==> src/rtl/uart_tx_scheduler.sv <==
// Frame scheduler: snapshots game state on frame_tick and streams six tagged 16-bit words, high byte first, to a byte UART.
// First tx_start two cycles after frame_tick; stalls in SEND while tx_busy=1; BYTE_GAP idle cycles after each tx_done.
module uart_tx_scheduler #(
    parameter int BYTE_GAP = 16
) (
    input  logic        clk,
    input  logic        rst,
    input  logic        frame_tick,
    input  logic [11:0] pl1_posx,
    input  logic [11:0] pl1_posy,
    input  logic [11:0] ball_posx,
    input  logic [11:0] ball_posy,
    input  logic [3:0]  pl1_score,
    input  logic [3:0]  pl2_score,
    input  logic        flag_point,
    input  logic        end_game,
    input  logic        tx_busy,
    input  logic        tx_done,
    output logic [7:0]  tx_data,
    output logic        tx_start,
    output logic        frame_busy
);

    localparam int GW = (BYTE_GAP > 1) ? $clog2(BYTE_GAP) : 1;
    localparam logic [GW-1:0] GAP_LAST  = GW'(BYTE_GAP - 1);
    localparam logic [2:0]    LAST_WORD = 3'd5;

    typedef enum logic [2:0] {
        S_IDLE,
        S_LOAD,
        S_SEND,
        S_WAIT,
        S_GAP,
        S_NEXT
    } state_t;

    state_t        state_q, state_d;
    logic [2:0]    word_idx_q, word_idx_d;
    logic          byte_sel_q, byte_sel_d;
    logic [GW-1:0] gap_cnt_q, gap_cnt_d;
    logic          pending_q, pending_d;
    logic [7:0]    tx_data_q, tx_data_d;
    logic          tx_start_q, tx_start_d;
    logic          frame_busy_q, frame_busy_d;

    logic [11:0]   pl1_posx_q, pl1_posx_d;
    logic [11:0]   pl1_posy_q, pl1_posy_d;
    logic [11:0]   ball_posx_q, ball_posx_d;
    logic [11:0]   ball_posy_q, ball_posy_d;
    logic [3:0]    pl1_score_q, pl1_score_d;
    logic [3:0]    pl2_score_q, pl2_score_d;
    logic          flag_point_q, flag_point_d;
    logic          end_game_q, end_game_d;

    logic [15:0]   cur_word;
    logic          snap_take;
    logic          fire;
    logic [7:0]    fire_byte;

    always_comb begin
        case (word_idx_q)
            3'd0:    cur_word = {4'h1, pl1_posx_q};
            3'd1:    cur_word = {4'h2, pl1_posy_q};
            3'd2:    cur_word = {4'h5, ball_posx_q};
            3'd3:    cur_word = {4'h6, ball_posy_q};
            3'd4:    cur_word = {4'h7, 4'h0, pl1_score_q, pl2_score_q};
            3'd5:    cur_word = {4'h8, 10'b0, end_game_q, flag_point_q};
            default: cur_word = 16'h0000;
        endcase
    end

    // tx_start is a flop, so the busy check happens in the cycle that decides
    // to send (LOAD, NEXT or SEND); the pulse appears one cycle later.
    always_comb begin
        state_d    = state_q;
        word_idx_d = word_idx_q;
        byte_sel_d = byte_sel_q;
        gap_cnt_d  = gap_cnt_q;
        pending_d  = pending_q;
        tx_data_d  = tx_data_q;
        tx_start_d = 1'b0;
        snap_take  = 1'b0;
        fire       = 1'b0;
        fire_byte  = 8'h00;

        if (frame_tick && state_q != S_IDLE) begin
            pending_d = 1'b1;
        end

        case (state_q)
            S_IDLE: begin
                if (frame_tick || pending_q) begin
                    snap_take  = 1'b1;
                    word_idx_d = 3'd0;
                    byte_sel_d = 1'b0;
                    pending_d  = 1'b0;
                    state_d    = S_LOAD;
                end
            end
            S_LOAD: begin
                if (!tx_busy) begin
                    fire      = 1'b1;
                    fire_byte = cur_word[15:8];
                    state_d   = S_WAIT;
                end else begin
                    state_d = S_SEND;
                end
            end
            S_SEND: begin
                if (!tx_busy) begin
                    fire      = 1'b1;
                    fire_byte = byte_sel_q ? cur_word[7:0] : cur_word[15:8];
                    state_d   = S_WAIT;
                end
            end
            S_WAIT: begin
                if (tx_done) begin
                    gap_cnt_d = '0;
                    state_d   = (BYTE_GAP == 0) ? S_NEXT : S_GAP;
                end
            end
            S_GAP: begin
                if (gap_cnt_q == GAP_LAST) begin
                    gap_cnt_d = '0;
                    state_d   = S_NEXT;
                end else begin
                    gap_cnt_d = gap_cnt_q + GW'(1);
                end
            end
            S_NEXT: begin
                if (!byte_sel_q) begin
                    byte_sel_d = 1'b1;
                    if (!tx_busy) begin
                        fire      = 1'b1;
                        fire_byte = cur_word[7:0];
                        state_d   = S_WAIT;
                    end else begin
                        state_d = S_SEND;
                    end
                end else if (word_idx_q == LAST_WORD) begin
                    byte_sel_d = 1'b0;
                    word_idx_d = 3'd0;
                    if (pending_q || frame_tick) begin
                        snap_take = 1'b1;
                        pending_d = 1'b0;
                        state_d   = S_LOAD;
                    end else begin
                        state_d = S_IDLE;
                    end
                end else begin
                    byte_sel_d = 1'b0;
                    word_idx_d = word_idx_q + 3'd1;
                    state_d    = S_LOAD;
                end
            end
            default: state_d = S_IDLE;
        endcase

        if (fire) begin
            tx_start_d = 1'b1;
            tx_data_d  = fire_byte;
        end

        pl1_posx_d   = snap_take ? pl1_posx   : pl1_posx_q;
        pl1_posy_d   = snap_take ? pl1_posy   : pl1_posy_q;
        ball_posx_d  = snap_take ? ball_posx  : ball_posx_q;
        ball_posy_d  = snap_take ? ball_posy  : ball_posy_q;
        pl1_score_d  = snap_take ? pl1_score  : pl1_score_q;
        pl2_score_d  = snap_take ? pl2_score  : pl2_score_q;
        flag_point_d = snap_take ? flag_point : flag_point_q;
        end_game_d   = snap_take ? end_game   : end_game_q;

        frame_busy_d = (state_d != S_IDLE);
    end

    always_ff @(posedge clk) begin
        if (rst) begin
            state_q      <= S_IDLE;
            word_idx_q   <= 3'd0;
            byte_sel_q   <= 1'b0;
            gap_cnt_q    <= '0;
            pending_q    <= 1'b0;
            tx_data_q    <= 8'h00;
            tx_start_q   <= 1'b0;
            frame_busy_q <= 1'b0;
            pl1_posx_q   <= 12'h000;
            pl1_posy_q   <= 12'h000;
            ball_posx_q  <= 12'h000;
            ball_posy_q  <= 12'h000;
            pl1_score_q  <= 4'h0;
            pl2_score_q  <= 4'h0;
            flag_point_q <= 1'b0;
            end_game_q   <= 1'b0;
        end else begin
            state_q      <= state_d;
            word_idx_q   <= word_idx_d;
            byte_sel_q   <= byte_sel_d;
            gap_cnt_q    <= gap_cnt_d;
            pending_q    <= pending_d;
            tx_data_q    <= tx_data_d;
            tx_start_q   <= tx_start_d;
            frame_busy_q <= frame_busy_d;
            pl1_posx_q   <= pl1_posx_d;
            pl1_posy_q   <= pl1_posy_d;
            ball_posx_q  <= ball_posx_d;
            ball_posy_q  <= ball_posy_d;
            pl1_score_q  <= pl1_score_d;
            pl2_score_q  <= pl2_score_d;
            flag_point_q <= flag_point_d;
            end_game_q   <= end_game_d;
        end
    end

    assign tx_data    = tx_data_q;
    assign tx_start   = tx_start_q;
    assign frame_busy = frame_busy_q;

endmodule

==> config.mk <==
export PLATFORM = sky130hd
export DESIGN_NAME = uart_tx_scheduler
export DESIGN_NICKNAME = d
export VERILOG_FILES = /design/src/rtl/uart_tx_scheduler.sv
export SDC_FILE = /design/constraint.sdc
export NUM_CORES = 1
export LEC_CHECK = 0
export CORE_ASPECT_RATIO = 0.8
export CORE_MARGIN = 1
export CORE_UTILIZATION = 57
export CTS_BUF_LIST = sky130_fd_sc_hd__clkbuf_8
export CTS_CLUSTER_DIAMETER = 120
export CTS_CLUSTER_SIZE = 16
export DETAILED_ROUTE_END_ITERATION = 7
export PLACE_DENSITY_LB_ADDON = 0.3
export SLEW_MARGIN = 20
export SYNTH_ARGS = -nofsm -noshare
export SYNTH_HDL_FRONTEND = slang
export SYNTH_SLANG_ARGS = --single-unit
==> constraint.sdc <==
create_clock -name clk -period 3.5 [get_ports clk]
set_input_delay 0.7 -clock clk [delete_from_list [all_inputs] [get_ports clk]]
set_output_delay 0.7 -clock clk [all_outputs]
set_load 0.01 [all_outputs]
==> results of run 1 <==
-- worst max-delay path by stage --
| stage | startpoint | slack, ns | to | cells after the start |
|---|---|---|---|---|
| 6_report | word_idx_q[1] | 1.15 | pl1_posx_q[3] | 6 |
| 5_1_grt | word_idx_q[1] | 0.97 | pl1_posx_q[3] | 6 |
| 4_1_cts | word_idx_q[1] | 1.18 | pl1_posx_q[3] | 6 |
| 3_5_place_dp | frame_tick | 1.05 | pl2_score_q[3] | 6 |
| 2_1_floorplan | word_idx_q[1] | 1.55 | tx_data[2] | 9 |
| 3_3_place_gp | frame_tick | 1.15 | ball_posx_q[10] | 6 |
-- metal layers --
metal / wire (um) / GRT usage (%)
met1: 4179 / 39.73
met2: 4126 / 44.95
met3: 704 / 6.667
met4: 98 / 9.171
met5: 0 / 0
-- area by class of cell --
type                       count  area (um2)
tap                           81       101.3
clock buffer                   9       123.9
fill                         441        1440
timing repair buffer          78       760.7
sequential                    80        1602
clock inverter                 7       167.7
inverter                       3       11.26
multi-input combinational    342        1799
-- cell usage in the layout, fill, tap and decap left out, drive strengths merged, types with 5 or more instances in the layout --
cell type	n
a22oi	13
o21ai	12
buf	7
clkbuf	9
nand2	131
nor2b	9
dfxtp	80
mux2i	7
bufinv	5
a211oi	7
nand3	8
a21oi	75
nor3	10
nor2	18
clkdlybuf4s50	71
a31oi	5
-- worst max-delay path, cell delays in order, from the launching register on --
cell,delay (ns)
dfxtp_1,0.73
and3b_1,0.35
a21oi_2,0.24
or2_1,0.13
buf_4,0.46
nand2_1,0.14
a21oi_1,0.18
-- logic make-up after synthesis --
family / count (synthesis) / share of synthesized area (%)
adder cells (fa/ha/maj): 3 / 1.042
XOR/XNOR: 2 / 0.4862
flip-flops: 80 / 44.44
AND/OR/NAND/NOR: 197 / 24.06
multiplexers: 9 / 2.569
buffers and inverters: 40 / 5.764
AO/OA/AOI/OAI: 131 / 21.63
-- where the power goes --
part	total, uW	internal, uW	switching [uW]	leakage [uW]
Sequential	1050	995	57.4	0.000654
Clock	960	620	340	0.000144
Combinational	396	170	226	0.000857
-- flip-flops by register name (all words and copies together), names as in the netlist, 3 cells and up --
name         count
pl1_score_q      4
tx_data          8
pl1_posy_q      12
state_q          3
pl1_posx_q      12
word_idx_q       3
pl2_score_q      4
ball_posy_q     12
ball_posx_q     12
gap_cnt_q        4
-- cells in the mapped netlist (3+ instances only) --
cell type    n  area, um2
buf_2       13      65.06
a22oi_1     13      97.59
clkbuf_1    14      52.55
nand2_1    131      491.7
inv_1        3      11.26
nor3b_1      4      30.03
mux2i_1      7      70.07
nor3_1       9      45.04
a222oi_1     3      30.03
nand3_1      8      40.04
buf_6        5      56.30
nor2b_1      9      56.30
nor2_1      17      63.81
a31oi_1      5      31.28
a21oi_1     74      370.4
buf_1        4      15.01
and3b_1      3      26.28
ha_1         3      37.54
dfxtp_1     80       1602
a211oi_1     7      52.55
o21ai_0     12      60.06
a32oi_1      4      35.03
nand3b_1     3      22.52
o31ai_1      3      22.52
-- through the flow --
stage	utilization [%]	hold WS (ns)	cell area, um2
floorplan	-	0.4318	3603
global placement	71.17	0.4412	4274
detailed placement	71.17	0.4456	4274
CTS	76.02	0.4569	4566
global route	76.02	0.4761	4566
finish	76.02	0.4581	4566
==> flow_metrics.tcl, run 1 <==
set metrics [dict create \
    area_delta_synth_final_pct 26.70 \
    fp.dieW_um 90.90 \
    synthFlopType "dfxtp_1" \
    cts_buffer_depth 2 \
    numCtsBuffers 9 \
    grt.total_usage_pct 28.76 \
    synth_edf_count 0 \
    tightest_slew_ns 1.040 \
    yosys_register_bits 80 \
    p_total_uw 2408 \
    drc_errors 0 \
    rr_worst_depth 6 \
    timing.fmax_mhz 426.3 \
    start_util_pct 60.00 \
    cp-start-kind "flop" \
    rsz0062_at_grt "no" \
    mappedNetlistArea_um2 3603 \
    fin_crit_sh_pct 67.02 \
    postRouteWirelength_um 9108 \
    whs_path_depth 2 \
    drt_iter0_markers 346 \
    critical_path_arrival_ns 2.63 \
    r2r_end "pl1_posx_q[3]" \
    nNetsFinal 580 \
    grt_pass1_vias 3110 \
    syn_avg_cell_area_um2 7.800 \
    p_leak_uw 0.001655 \
    synth_warnings 0 \
    place_congestion 0.8617 \
    relSlewSlack_pct 30.53 \
    layout_min_cycle_time_ns 2.346 \
    cts.sinks 80 \
    place_ws_ns 1.045 \
    clock_skew_ns 0.007470 \
    fin_cells 600 \
    wl_per_cell_um 15.18 \
    row_count 25 \
    cts_setup_buffers 0 \
    cts_max_level 3 \
    vdd_drop_max_v 0.0002689 \
    clockRootBuffer "clkbuf_8" \
    route.vias.total 3447 \
    dp_cells 584 \
    die-area_um2 6646 \
    async_flop_share_pct 0 \
    hold_class "reg -> reg" \
    tns_ns 0 \
    reg2reg_from "word_idx_q[1]" \
    tritoncts "done" \
    cp-end-kind "flop" \
    worstHoldStart "pl1_posx_q[5]" \
    n_antenna_cell 0 \
    cp_max_fo 58 \
    synth_fp_nets 528 \
    worstPathRequired_ns 3.78 \
    core_um2 6006 \
    grt-ovfl-total 0 \
    p_per_area_nw_per_um2 527.4 \
    antenna_found_initial 0 \
    status "complete, no violations" \
    first_pass_iters 5 \
    cts.clk_slew.worst_paths_ns 0.08 \
    cts_resized 0 \
    grt_pass1_wl_um 14860 \
    synth.lib_cells_used.distinct 43 \
    die_h_um 73.12 \
    drive_gt1_share_pct 5.588 \
    ant_nets 0 \
    drv_slew 0 \
    whs_endpoint "pl1_posx_q[5]" \
    setup_viol 0 \
    regToRegSetupSlack_ns 1.15 \
    io-pin-count 73 \
    critPathKind "reg -> reg" \
    dp_hpwl_um 6247 \
    synthCells 462 \
    postCtsHoldBufs 0 \
    ys_seq_area_share_pct 44.44 \
    grt_max_degree 59 \
    port_buffers 72 \
    clk_latency_ns 0.36 \
    maxCapViolations 0 \
    routed_via_density 5.745 \
    fin_ws_ns 1.154 \
    report.final.hold_viol_count 0 \
]
(Power assumes the default switching activity.)
==> run 2, diff against run 1 <==
- CORE_UTILIZATION: 57 -> 53
- clock period: 3.5 -> 2.4 ns (I/O delays scaled with it)
==> run 2 against run 1 <==
Effect of this change: die area increased by 7.4%; power increased by 27%; first-iteration DRC count decreased by 18%.
==> flow_metrics.tcl, run 2 (synthesis results as in run 1) <==
set metrics [dict create \
    status "complete, no violations" \
    cp_slowest_stage_delay_ns 0.58 \
    place_ws_ns 0.3669 \
    whs_endpoint "pl1_posy_q[4]" \
    fin_ws_ns 0.4266 \
    first_pass_iters 5 \
    n_antenna_cell 0 \
    p_sw_uw 932.5 \
    report.final.hold_viol_count 0 \
    clk_latency_ns 0.37 \
    regToRegSetupSlack_ns 0.43 \
    worstPathRequired_ns 2.71 \
    worstHoldStart "pl1_posy_q[4]" \
    dp_hpwl_um 6607 \
    grt_pass1_vias 3032 \
    p_leak_uw 0.001642 \
    power_frac_seq_pct 50.2 \
    critPathKind "reg -> reg" \
    drive_gt1_share_pct 6.654 \
    nNetsFinal 587 \
    setup_viol 0 \
    postCtsHoldBufs 0 \
    grt-ovfl-total 0 \
    cts_setup_buffers 0 \
    drc_errors 0 \
    final_area_um2 4537 \
    die-area_um2 7135 \
    core_um2 6474 \
    final_common_cell "nand2_1" \
    cts_max_level 3 \
    place_congestion 0.9180 \
    start_util_pct 55.66 \
    route.vias.total 3475 \
    path_cells "and2_1, ha_1, nor3b_1, nor4_1, o211ai_1, nand3_1" \
    rr_worst_depth 6 \
    cp_top_family "simple AND/OR/NAND/NOR gates" \
    drt_iter0_markers 282 \
    routed_via_density 5.697 \
    vdd_drop_max_v 0.0004204 \
    io-pin-count 73 \
    whs_path_depth 2 \
    tightest_slew_ns 0.5926 \
    cp_max_fo 13 \
    p_int_uw 2127 \
    r2r_end "tx_data[5]" \
    power_frac_clock_pct 30.2 \
    cp-end-kind "flop" \
    die_h_um 75.75 \
    final_cell_mix "nand2_1 (131), dfxtp_1 (80), a21oi_1 (74), clkdlybuf4s50_1 (71), nor2_1 (17)" \
    grt_max_degree 59 \
    swShare_pct 30.48 \
    clock_skew_ns 0.004976 \
    cp-start-kind "flop" \
    comb_power_share_pct 19.5 \
    numCtsBuffers 9 \
    critical_path_arrival_ns 2.28 \
    cts.sinks 80 \
    crit_buf_inv 0 \
    layout_min_cycle_time_ns 1.973 \
    reg2reg_from "word_idx_q[1]" \
    grt_pass1_wl_um 14310 \
    dp_cells 594 \
    tritoncts "done" \
    drv_slew 0 \
    p_per_area_nw_per_um2 674.4 \
    cp_slowest_cell "dfxtp_1" \
    hold_class "reg -> reg" \
    fp.dieW_um 94.19 \
    rsz0062_at_grt "no" \
    tns_ns 0 \
    fin_crit_sh_pct 82.23 \
    area_delta_synth_final_pct 25.90 \
    fin_cells 610 \
    clockRootBuffer "clkbuf_8" \
    grt.total_usage_pct 26.61 \
    ant_nets 0 \
    maxCapViolations 0 \
    postRouteWirelength_um 9279 \
    placed_cell_area_um2 4355 \
    wl_per_cell_um 15.21 \
    antenna_found_initial 0 \
    relSlewSlack_pct 60.49 \
    timing.fmax_mhz 506.7 \
    row_count 26 \
    cts_resized 0 \
    port_buffers 72 \
    cts_buffer_depth 2 \
    cts.clk_slew.worst_paths_ns 0.08 \
]
-- run 2: cell count changes in the layout (fill, tap and decap cells not counted) --
cell / before / now
clkinvlp_4: 0 / 3
clkbuf_8: 9 / 10
buf_12: 0 / 2
inv_1: 3 / 4
inv_6: 0 / 2
clkinv_4: 2 / 0
buf_4: 6 / 11
bufinv_16: 5 / 0
-- run 2: worst min-delay path: stages, from the launching register on --
cell and delay [ns]:
dfxtp_1 0.32, nand2_1 0.05, a21oi_1 0.05
-- run 2: how the worst max path moves through the flow --
stage                     depth (start not counted)           from  slack (ns)         endpoint
final                                             6  word_idx_q[1]        0.43       tx_data[5]
after global routing                              6  word_idx_q[1]        0.24       tx_data[5]
after CTS                                         6  word_idx_q[1]        0.45       tx_data[5]
after detailed placement                          6     frame_tick        0.37  ball_posy_q[11]
after global placement                            6  word_idx_q[1]        0.41       tx_data[5]
after floorplan                                   9  word_idx_q[1]        0.45       tx_data[2]
-- run 2: area by class of cell --
| class | count | area, um2 |
|---|---|---|
| Clock buffer | 10 | 137.6 |
| Clock inverter | 6 | 43.79 |
| Fill cell | 559 | 1937 |
| Inverter | 3 | 11.26 |
| Multi-Input combinational cell | 342 | 1799 |
| Sequential cell | 80 | 1602 |
| Tap cell | 84 | 105.1 |
| Timing Repair Buffer | 85 | 838.3 |
-- run 2: routing by layer --
layer	GRT usage, %	wire (um)	vias to the layer above
met5	0	0	-
met3	8.583	660	14
met4	5.983	87	0
li1	-	-	1710
met2	43.72	4416	130
met1	34.49	4114	1621
-- run 2: per-stage QoR --
stage / util (%) / hold slack, ns / total power [uW]
2_1_floorplan: - / 0.4318 / 1937
3_3_place_gp: 67.28 / 0.4429 / 2138
3_5_place_dp: 67.28 / 0.4489 / 2161
4_1_cts: 70.08 / 0.4603 / 3072
5_1_grt: 70.08 / 0.4802 / 3195
6_report: 70.08 / 0.4599 / 3060
-- run 2: power groups by stage --
stage	combinational, uW	sequential [uW]	clock [uW]
after floorplan	410	1530	0
after global placement	578	1560	0
after detailed placement	596	1560	0
after CTS	599	1530	939
after global routing	659	1550	987
final	597	1540	925
==> run 3, diff against run 2 <==
- clock period: 2.4 -> 1.9 ns (I/O delays scaled with it)
==> run 3 against run 2 <==
Effect of this change: worst hold slack worse by 0.048 ns; die area stayed put; wire length is 1.7% higher; clock skew is 0.00065 ns higher; core utilization is 3.1 points higher; non-clock buffer count is 13 higher; worst setup slack worse by 0.31 ns; count of clock-buffer cells in the layout stayed put; power is 40% higher; critical path type unchanged; largest cell class unchanged.
==> flow_metrics.tcl, run 3 (synthesis results as in run 1) <==
set metrics [dict create \
    status "complete, no violations" \
    tritoncts "done" \
    worstPathRequired_ns 2.17 \
    antenna_found_initial 0 \
    fp.dieW_um 94.19 \
    p_per_area_nw_per_um2 906.5 \
    cp-end-kind "flop" \
    port_buffers 72 \
    place_congestion 0.9166 \
    area_delta_synth_final_pct 31.46 \
    grt_max_degree 48 \
    setup_viol 0 \
    regToRegSetupSlack_ns 0.11 \
    grt_pass1_vias 3072 \
    drv_slew 0 \
    die_h_um 75.75 \
    postCtsHoldBufs 0 \
    grt.total_usage_pct 27.94 \
    grt_pass1_wl_um 15040 \
    cts_max_level 3 \
    fillerInstances 513 \
    relSlewSlack_pct 69.92 \
    postRouteWirelength_um 9440 \
    cts.clk_slew.worst_paths_ns 0.08 \
    timing.fmax_mhz 559.2 \
    layout_min_cycle_time_ns 1.788 \
    p_leak_uw 0.001755 \
    start_util_pct 55.66 \
    first_pass_iters 7 \
    final_core_util_pct 73.17 \
    clock_skew_ns 0.005622 \
    critPathKind "reg -> reg" \
    grt-ovfl-total 0 \
    cts_setup_buffers 0 \
    cp_max_fo 7 \
    drt_iter0_markers 222 \
    critical_path_arrival_ns 2.06 \
    report.final.hold_viol_count 0 \
    final_cell_mix "nand2_1 (131), dfxtp_1 (78), a21oi_1 (74), clkdlybuf4s50_1 (71), buf_4 (23)" \
    hold_class "in -> reg" \
    n_antenna_cell 0 \
    wl_per_cell_um 15.15 \
    fin_crit_sh_pct 94.12 \
    maxCapViolations 0 \
    routed_via_density 5.631 \
    route.vias.total 3508 \
    clk_latency_ns 0.36 \
    core_um2 6474 \
    whs_path_depth 2 \
    cts_buffer_depth 2 \
    tns_ns 0 \
    numCtsBuffers 9 \
    rr_worst_depth 7 \
    rsz0062_at_grt "no" \
    dp_hpwl_um 6938 \
    die-area_um2 7135 \
    ant_nets 0 \
    cp-start-kind "flop" \
    vdd_drop_max_v 0.0006432 \
    nNetsFinal 600 \
    cts_resized 0 \
    drc_errors 0 \
    io-pin-count 73 \
    final_common_cell "nand2_1" \
    row_count 26 \
    drive_gt1_share_pct 10.02 \
    tightest_slew_ns 0.4485 \
    cts.sinks 80 \
    clockRootBuffer "clkbuf_8" \
]
==> run 3: stage by stage <==
step / total power (uW) / cell area, um2 / setup WS (ns) / hold WS, ns / instances
6_report: 4294 / 4737 / 0.1117 / 0.4124 / 623
5_1_grt: 4459 / 4737 / 0.02016 / 0.4356 / 623
4_1_cts: 4292 / 4718 / 0.1066 / 0.3974 / 623
3_5_place_dp: 2773 / 4466 / 0.06237 / 0.4464 / 607
3_3_place_gp: 2745 / 4466 / 0.1287 / 0.4424 / 607
2_1_floorplan: 2446 / 3606 / 0.02788 / 0.4318 / 462
==> run 3: report_power, final <==
| part | total (uW) | switching [uW] | leakage, uW | internal (uW) |
|---|---|---|---|---|
| sequential | 1950 | 113 | 0.000655 | 1830 |
| clock | 1550 | 632 | 0.000123 | 915 |
| combinational | 801 | 426 | 0.000977 | 375 |
| total | 4290 | 1170 | 0.00176 | 3120 |
==> run 3: critical path, cell delays in order, from the launching register on <==
cell,delay [ns]
dfxtp_1,0.48
buf_4,0.19
nor3b_1,0.31
buf_4,0.22
a22oi_1,0.06
o21ai_0,0.13
a222oi_1,0.12
nor3_1,0.20
==> run 3: layout make-up <==
cell class	instances	area [um2]	share of cell area (%)
clock buffer	10	137.6	2.905
multi-input combinational	342	1815	38.33
clock inverter	6	115.1	2.430
sequential	80	1604	33.86
tap	84	105.1	2.219
inverter	3	11.26	0.2377
timing repair buffer	98	948.4	20.02
==> run 3: worst paths after layout <==
path                 startpoint             to
setup / recovery  word_idx_q[0]     tx_data[2]
hold / removal              rst  word_idx_q[2]
setup reg to reg  word_idx_q[0]     tx_data[2]
hold reg to reg   pl1_posx_q[2]  pl1_posx_q[2]
==> run 3: layer usage <==
metal  vias to the layer above  track usage (%)  wire, um
li1                       1736                -         -
met1                      1607            37.24      4253
met2                       147            45.65      4299
met3                        18            6.387       706
met4                         0            8.205       181
met5                         -                0         0
